**config.mk**
```make
export PLATFORM = sky130hd
export DESIGN_NAME = bcd_ex3_serial_encoder
export DESIGN_NICKNAME = d
export VERILOG_FILES = /design/src/rtl/ex3_pkg.sv /design/src/rtl/ex3_serial_add_fsm.sv /design/src/rtl/bcd_ex3_serial_encoder.sv
export SDC_FILE = /design/constraint.sdc
export NUM_CORES = 1
export LEC_CHECK = 0
export CORE_MARGIN = 1
export CORE_UTILIZATION = 40
export CTS_BUF_LIST = sky130_fd_sc_hd__clkbuf_8
export CTS_CLUSTER_DIAMETER = 80
export CTS_CLUSTER_SIZE = 28
export DETAILED_ROUTE_END_ITERATION = 10
export GPL_ROUTABILITY_DRIVEN = 0
export PLACE_DENSITY_LB_ADDON = 0.1
export SKIP_LAST_GASP = 1
export SYNTH_ARGS = -nofsm -noshare
export SYNTH_HDL_FRONTEND = slang
export SYNTH_SLANG_ARGS = --single-unit
```
**constraint.sdc**
```tcl
create_clock -name clk -period 5.1 [get_ports clk]
set_input_delay 1.02 -clock clk [delete_from_list [all_inputs] [get_ports clk]]
set_output_delay 1.02 -clock clk [all_outputs]
set_load 0.1 [all_outputs]
```
**src/rtl/ex3_pkg.sv**
```systemverilog
// Shared types and constants for the serial BCD to Excess-3 encoder.
package ex3_pkg;

   typedef enum logic [2:0] {
      S0   = 3'd0,
      S1C0 = 3'd1,
      S1C1 = 3'd2,
      S2C0 = 3'd3,
      S2C1 = 3'd4,
      S3C0 = 3'd5,
      S3C1 = 3'd6
   } ex3_state_e;

   localparam logic [3:0] EX3_ADDEND = 4'b0011;
   localparam logic [3:0] EX3_MIN    = 4'd3;
   localparam logic [3:0] EX3_MAX    = 4'd12;
   localparam logic [3:0] BCD_MAX    = 4'd9;

   function automatic logic ex3_maj(input logic a, input logic b, input logic c);
      return (a & b) | (a & c) | (b & c);
   endfunction

endpackage

```
**src/rtl/ex3_serial_add_fsm.sv**
```systemverilog
// Mealy bit-serial "+3" adder: the state encodes bit position and carry.
module ex3_serial_add_fsm
   import ex3_pkg::*;
(
   input  logic clk,
   input  logic rst,
   input  logic i_bit,
   input  logic i_advance,
   input  logic i_restart,
   output logic o_sum,
   output logic o_last
);

   ex3_state_e r_state;
   ex3_state_e w_eff;
   ex3_state_e w_next;
   logic [1:0] w_pos;
   logic       w_carry;
   logic       w_addend;
   logic       w_cout;

   // State register, stepped once per accepted bit
   always_ff @(posedge clk) begin
      if (rst) begin
         r_state <= S0;
      end else if (i_advance) begin
         r_state <= w_next;
      end else begin
         r_state <= r_state;
      end
   end

   // A restart bit is evaluated as bit 0 of a fresh digit
   always_comb begin
      w_eff   = i_restart ? S0 : r_state;
      w_pos   = 2'd0;
      w_carry = 1'b0;
      case (w_eff)
         S0:      begin w_pos = 2'd0; w_carry = 1'b0; end
         S1C0:    begin w_pos = 2'd1; w_carry = 1'b0; end
         S1C1:    begin w_pos = 2'd1; w_carry = 1'b1; end
         S2C0:    begin w_pos = 2'd2; w_carry = 1'b0; end
         S2C1:    begin w_pos = 2'd2; w_carry = 1'b1; end
         S3C0:    begin w_pos = 2'd3; w_carry = 1'b0; end
         S3C1:    begin w_pos = 2'd3; w_carry = 1'b1; end
         default: begin w_pos = 2'd0; w_carry = 1'b0; end
      endcase
      w_addend = EX3_ADDEND[w_pos];
      o_sum    = i_bit ^ w_addend ^ w_carry;
      w_cout   = ex3_maj(i_bit, w_addend, w_carry);
      case (w_pos)
         2'd0:    w_next = w_cout ? S1C1 : S1C0;
         2'd1:    w_next = w_cout ? S2C1 : S2C0;
         2'd2:    w_next = w_cout ? S3C1 : S3C0;
         2'd3:    w_next = S0;
         default: w_next = S0;
      endcase
   end

   assign o_last = (r_state == S3C0) || (r_state == S3C1);

endmodule

```
**src/rtl/bcd_ex3_serial_encoder.sv**
```systemverilog
// Serial LSB-first BCD digit in, registered Excess-3 word out on valid/ready.
// Optional BCD_CHECK_EN adds a raw-digit shadow register and the bcd_err flag.
module bcd_ex3_serial_encoder
   import ex3_pkg::*;
(
   input  logic       clk,
   input  logic       rst,
   input  logic       bit_in,
   input  logic       bit_valid,
   input  logic       bit_first,
   output logic       bit_ready,
   output logic [3:0] ex3_out,
   output logic       ex3_valid,
   input  logic       ex3_ready,
   output logic       bcd_err
);

   logic       w_sum;
   logic       w_last;
   logic       w_accept;
   logic       w_restart;
   logic       w_load;
   logic [3:0] w_word;
   logic [2:0] r_asm;
   logic [3:0] r_out;
   logic       r_valid;

   // Only the completing bit can stall, and only on an undrained word
   assign bit_ready = !w_last || !r_valid || ex3_ready;
   assign w_accept  = bit_valid && bit_ready;
   assign w_restart = w_accept && bit_first;
   assign w_load    = w_accept && w_last && !bit_first;
   assign w_word    = {w_sum, r_asm};

   ex3_serial_add_fsm u_fsm (
      .clk       (clk),
      .rst       (rst),
      .i_bit     (bit_in),
      .i_advance (w_accept),
      .i_restart (w_restart),
      .o_sum     (w_sum),
      .o_last    (w_last)
   );

   // Sum bits shift in from the top so bit 0 lands at the LSB after four bits
   always_ff @(posedge clk) begin
      if (rst) begin
         r_asm <= 3'd0;
      end else if (w_accept) begin
         r_asm <= w_word[3:1];
      end else begin
         r_asm <= r_asm;
      end
   end

   // Output slot: a new load wins over consumption of the old word
   always_ff @(posedge clk) begin
      if (rst) begin
         r_out   <= 4'd0;
         r_valid <= 1'b0;
      end else if (w_load) begin
         r_out   <= w_word;
         r_valid <= 1'b1;
      end else if (r_valid && ex3_ready) begin
         r_valid <= 1'b0;
      end else begin
         r_valid <= r_valid;
      end
   end

   assign ex3_out   = r_out;
   assign ex3_valid = r_valid;

`ifdef BCD_CHECK_EN
   logic [2:0] r_bcd;
   logic       r_err;
   logic [3:0] w_raw;

   assign w_raw = {bit_in, r_bcd};

   // Shadow of the raw digit bits; the flag is loaded alongside the word
   always_ff @(posedge clk) begin
      if (rst) begin
         r_bcd <= 3'd0;
         r_err <= 1'b0;
      end else begin
         if (w_accept) begin
            r_bcd <= w_raw[3:1];
         end else begin
            r_bcd <= r_bcd;
         end
         if (w_load) begin
            r_err <= (w_raw > BCD_MAX);
         end else begin
            r_err <= r_err;
         end
      end
   end

   assign bcd_err = r_err;
`else
   assign bcd_err = 1'b0;
`endif

endmodule
```
==> qor.txt, run 1 <==
area share of the largest cell type after synthesis: 35.34%
hold depth: 2
Area Growth Syn to Fin: 22.69%
post-CTS setup buffers: 0
core area: 1366 sq um
DR vias/cell: 5.069
row cnt: 13
largest cells by area after synthesis: dfxtp_1, mux2i_1, nor2_1
routed wire length: 1.101 mm
Tot GR Track Use: 13.47%
final hold violation count: 0
Post-synth ARST share: 0%
clk root buf: clkbuf_8
worst hold start: ex3_out[3]$_SDFFE_PP0P_
Crit path required time: 4080 ps
P per Cell Area: 283.3 nW/um^2
Routed WL per cell: 10.90 um
DP Wirelength: 788.1 um
Die H: 41.47 um
Tcrit/Tclk final: 76.51%
CTS tree: built
R2R setup slack: 2150 ps
hold path endpoint: ex3_out[3]$_SDFFE_PP0P_
final instance area: 764.5 sq um
Setup WS post-layout: 1198 ps
status: completed
count of final max-slew check failures: 0
worst skew pair latency: 230 ps
Diodes inserted: 0
cell taking the most area after synthesis: dfxtp_1
reg-to-reg startpoint: u_fsm.r_state[0]$_SDFFE_PP0N_
Die Area: 1720 sq um
Slew HR: 35.39%
number of max-cap violations: 0
initial antenna violation count: 0
pin count of the biggest net entering global routing: 12
H-tree Lvls: 1
setup_tns: 0 ps
Worst Hold Class: reg -> reg
reg-to-reg endpoint: u_fsm.r_state[2]$_SDFFE_PP0N_
DR iter-0 viols: 5
worst-path fanout max: 3
R2R depth: 12
total power: 0.0002166 W
Post-synth EDFFs: 0
worst slew pin tran: 966.1 ps
Setup crit start kind: input pin
Post-Syn Nets: 86
Crit path arrival time: 2880 ps
share of cells above drive strength 1: 4.651%
max frequency: 0.2563 GHz
Ys Warns: 0
Remaining Overflow, GRT: 0
Setup WS pre-CTS: 1196 ps
first-pass GRT wire length: 1.745 mm
synthesized area per cell: 8.092 sq um
IO Count: 13
worst setup path class: in -> out
Synth Cell Area: 623.1 sq um
static leakage: 0.3095 nW
TritonCTS buffer count: 3
number of distinct library cells after synthesis: 28
drt pass-1 iters: 4
post-route ant nets: 0
post-synthesis sequential element count: 11
Horiz. Die Dim: 41.47 um
Final min period: 3902 ps
sequential cell area fraction in the yosys report: 35.34%
maximum buffer depth of the clock tree: 2
clk_skew: 1.997 ps
synthesized instance count: 77
hold-fix buffers at CTS: 0
peak supply drop: 0.2127 mV
Synth Flop Type: dfxtp_1
Buffers on Ports: 11
final setup vio count: 0
starting density of the core: 45.60%
clock slew at reported path FFs: 50 ps
RSZ-0062 raised after global routing: false
vias in the first global route: 419
drc violations: 0
CTS resizes: 0
vias after detailed routing: 512
Crit. End Element: primary output
Final Net Count: 96
Clock Sinks: 11
Cell Area, Placed: 719.4 sq um
sequential cells by signal, indices dropped and copies added, names as in the netlist:
name / flops
ex3_out: 4
r_asm: 3
u_fsm.r_state: 3
ex3_valid: 1
cell type report:
| class | count | area, sq um |
|---|---|---|
| fill | 137 | 601.8 |
| multi-input combinational | 57 | 359.1 |
| sequential | 11 | 220.2 |
| timing repair buffer | 11 | 110.1 |
| clock buffer | 3 | 41.29 |
| tap | 15 | 18.77 |
| inverter | 3 | 11.26 |
| clock inverter | 1 | 3.754 |
per-layer routing:
| layer | GRT usage (%) | part of all wire (%) |
|---|---|---|
| met5 | 0 | 0 |
| met4 | 3.871 | 0 |
| met3 | 7.826 | 5.8 |
| met2 | 17.19 | 41 |
| met1 | 18.87 | 53 |
critical path, stage by stage:
cell and delay (ps):
clkdlybuf4s50_1 410, nand3b_1 190, or2_2 290, clkdlybuf4s50_1 960
layout by cell type, fill, tap and decap left out:
cell type / Yosys / routed
inv_1: 3 / 4
or2_2: 1 / 1
nor2b_1: 2 / 2
o211ai_1: 1 / 1
and2_1: 2 / 2
clkdlybuf4s50_1: 0 / 11
or2_0: 1 / 1
ha_1: 2 / 2
nand2b_1: 3 / 3
a211oi_1: 2 / 2
nand3_1: 2 / 2
a32oi_1: 1 / 1
o21a_1: 2 / 2
xnor2_1: 1 / 1
mux2i_1: 5 / 5
nand2_1: 9 / 9
a311oi_1: 1 / 1
o21ai_0: 1 / 1
or4_1: 1 / 1
o2bb2ai_1: 1 / 1
fa_1: 1 / 1
a21oi_1: 6 / 6
nor2_1: 10 / 10
conb_1: 1 / 1
clkbuf_8: 0 / 3
dfxtp_1: 11 / 11
nand3b_1: 1 / 1
worst max path at each step:
stage	endpoint	slack, ps	start	cells after the start
floorplan	u_fsm.r_state[1]$_SDFFE_PP0N_	1990	ex3_ready	12
finish	bit_ready	1200	ex3_ready	4
CTS	bit_ready	1190	ex3_ready	4
detailed placement	bit_ready	1200	ex3_ready	4
global route	bit_ready	1140	ex3_ready	4
global placement	bit_ready	1210	ex3_ready	4
logic make-up after synthesis:
group           count (synthesis)  share of synthesized area (%)
fa+ha+maj                       3                          7.228
flops                          11                          35.34
xor+xnor                        1                          1.406
mux                             5                          8.032
buf+inv                         9                          7.028
other cells                     1                         0.6018
compound gates                 15                          15.86
simple gates                   32                          24.50
power breakdown:
group	switching, W	total [W]	internal (W)
Combinational	0.0000216	0.0000377	0.0000161
Clock	0.0000303	0.0000829	0.0000526
Sequential	0.00000569	0.0000959	0.0000902
stage by stage:
step | hold WS [ps] | util [%] | std cells
after floorplan | 459.6 | - | 77
after global placement | 442.8 | 52.66 | 97
after detailed placement | 448.6 | 52.66 | 97
after CTS | 455.3 | 55.95 | 101
after global routing | 488.7 | 55.95 | 101
final | 450.7 | 55.95 | 101
cell usage after synthesis (2+ instances only):
| cell type | count |
|---|---|
| nand2_1 | 9 |
| ha_1 | 2 |
| nand2b_1 | 3 |
| inv_1 | 3 |
| dfxtp_1 | 11 |
| a21oi_1 | 6 |
| a211oi_1 | 2 |
| buf_2 | 2 |
| nor2b_1 | 2 |
| o21a_1 | 2 |
| nor2_1 | 10 |
| and2_1 | 2 |
| buf_4 | 2 |
| clkbuf_1 | 2 |
| mux2i_1 | 5 |
| nand3_1 | 2 |
Note: power is estimated with default switching activity, not from simulation.
==> run 2: changes to the inputs <==
==> constraint.sdc (replaced) <==
create_clock -name clk -period 3.9 [get_ports clk]
set_input_delay 0.78 -clock clk [delete_from_list [all_inputs] [get_ports clk]]
set_output_delay 0.78 -clock clk [all_outputs]
set_load 0.1 [all_outputs]
==> qor.txt, run 2 (synthesis results as in run 1) <==
core area: 1366 sq um (unchanged)
clk root buf: clkbuf_8
first-pass GRT wire length: 1.656 mm (-5.1%)
peak supply drop: 0.3422 mV (+61%)
Die H: 41.47 um (unchanged)
Internal: 0.0002084 W (+31%)
CTS resizes: 0 (unchanged)
register share of total power: 44.4% (about the same)
slowest stage delay, CP: 470 ps (-490 ps)
vias after detailed routing: 509 (-0.59%)
Die Area: 1720 sq um (unchanged)
IO Count: 13 (unchanged)
setup_tns: 0 ps (unchanged)
Filler cells: 142 (+3.6%)
status: completed
post-CTS setup buffers: 0 (unchanged)
post-route ant nets: 0 (unchanged)
Tot GR Track Use: 12.65% (-0.83 points)
sw frac: 26.32% (-0.28 points)
area of the multi-input gates: 359.1 sq um (unchanged)
count of final max-slew check failures: 0 (unchanged)
routed wire length: 1.103 mm (+0.18%)
clock network power share: 37.9% (-0.4 points)
final hold violation count: 0 (unchanged)
number of buffers and inverters on the critical path: 1 (-1)
cell family contributing the most delay on the critical path: simple AND/OR/NAND/NOR gates
Logic pwr share: 17.7% (+0.3 points)
Slew HR: 35.28% (-0.11 points)
Horiz. Die Dim: 41.47 um (unchanged)
slowest library cell on the worst path: clkdlybuf4s50_1
final setup vio count: 0 (unchanged)
CP startpoint: ex3_ready
Buffers on Ports: 11 (unchanged)
commonest cells after routing, fill and taps aside: dfxtp_1, nor2_1, clkdlybuf4s50_1, nand2_1, a21oi_1
CTS tree: built
worst skew pair latency: 230 ps (about the same)
Crit path required time: 4040 ps (-40 ps)
Clock Sinks: 11 (unchanged)
pin count of the biggest net entering global routing: 12 (unchanged)
Crit. End Element: flip-flop
total power: 0.0002828 W (+31%)
hold-fix buffers at CTS: 0 (unchanged)
Tcrit/Tclk final: 78.36%
max frequency: 0.3272 GHz
share of cells above drive strength 1: 6.897% (+2.2 points)
H-tree Lvls: 1 (unchanged)
Remaining Overflow, GRT: 0 (unchanged)
Setup crit start kind: input pin
worst setup path class: in -> reg
maximum buffer depth of the clock tree: 2 (unchanged)
Crit path arrival time: 3200 ps (+320 ps)
drc violations: 0 (unchanged)
RSZ-0062 raised after global routing: false
FF/Latch Area: 220.2 sq um (unchanged)
Area Growth Syn to Fin: 23.49%
clock slew at reported path FFs: 50 ps (about the same)
P per Cell Area: 367.5 nW/um^2 (+30%)
worst hold start: ex3_out[3]$_SDFFE_PP0P_
Routed WL per cell: 10.81 um (-0.80%)
clk_skew: 1.162 ps (-0.8351 ps)
TritonCTS buffer count: 3 (unchanged)
initial antenna violation count: 0 (unchanged)
Final Net Count: 97 (+1.0%)
number of flip-flops in the largest register: 4 (unchanged)
DP Wirelength: 813.6 um (+3.2%)
Diodes inserted: 0 (unchanged)
Final min period: 3056 ps
Final Core Density: 56.32% (+0.37 points)
starting density of the core: 45.60% (unchanged)
row cnt: 13 (unchanged)
number of max-cap violations: 0 (unchanged)
DR iter-0 viols: 6 (+1)
drt pass-1 iters: 4 (unchanged)
vias in the first global route: 397 (-5.3%)
crit-path cells: clkdlybuf4s50_1 -> nand3b_1 -> o21a_1 -> nand2_1 -> and2_1 -> ha_1 -> nand2b_1 -> a21oi_1 -> a21oi_1 -> fa_1 -> nand2b_1 -> a311oi_1
worst-path fanout max: 4 (+1)
Psw: 0.00007445 W (+29%)
static leakage: 0.3140 nW (+1.5%)
commonest non-fill, non-tap cell in the layout: dfxtp_1
DR vias/cell: 4.990 (-1.6%)
Worst Hold Class: reg -> reg
worst slew pin tran: 967.7 ps (+1.645 ps)
reg-to-reg startpoint: u_fsm.r_state[0]$_SDFFE_PP0N_
==> run 2: cell types whose count changed in the layout (fill, tap and decap cells not counted) <==
cell | before | now
buf_4 | 0 | 2
clkdlybuf4s50_1 | 11 | 10
==> run 2: final timing paths <==
| check | end | slack (ps) | cells after the start |
|---|---|---|---|
| max reg2reg | u_fsm.r_state[1]$_SDFFE_PP0N_ | 1240 | 11 |
| min reg2reg | ex3_out[3]$_SDFFE_PP0P_ | 450 | 2 |
| max | u_fsm.r_state[1]$_SDFFE_PP0N_ | 840 | 12 |
| min | ex3_out[3]$_SDFFE_PP0P_ | 450 | 2 |
==> run 2: power groups by stage <==
stage	Sequential (W)	Clock (W)	Combinational (W)
global route	0.000126	0.000118	0.0000556
CTS	0.000125	0.000110	0.0000506
floorplan	0.000125	0	0.0000403
detailed placement	0.000127	0	0.0000505
global placement	0.000127	0	0.0000509
finish	0.000126	0.000107	0.0000501
==> run 2: per-layer routing <==
metal	GRT usage (%)	part of all wire, %
met5	0	0
met4	3.871	0
met3	6.522	5.3
met2	17.81	42
met1	16.67	53
==> run 2: layout make-up <==
type	count	share of cell area, %
Sequential cell	11	28.62
Timing Repair Buffer	12	14.96
Clock buffer	3	5.366
Clock inverter	1	0.4878
Tap cell	15	2.439
Inverter	3	1.463
Multi-Input combinational cell	57	46.67
==> run 2: stage by stage <==
stage | cells | setup WS [ps] | area [sq um] | hold slack, ps
2_1_floorplan | 77 | 837.3 | 623.1 | 459.6
3_3_place_gp | 98 | 600.5 | 724.4 | 442.5
3_5_place_dp | 98 | 608.9 | 724.4 | 447.1
4_1_cts | 102 | 839.9 | 769.5 | 453.5
5_1_grt | 102 | 659.4 | 769.5 | 469.7
6_report | 102 | 843.8 | 769.5 | 452.6
==> run 2: worst register-to-register path, cell delays in order, from the launching register on <==
cell	delay [ps]
dfxtp_1	480
xnor2_1	230
o21a_1	190
nand2_1	90
and2_1	180
ha_1	180
nand2b_1	150
a21oi_1	150
a21oi_1	70
fa_1	450
nand2b_1	160
a311oi_1	240
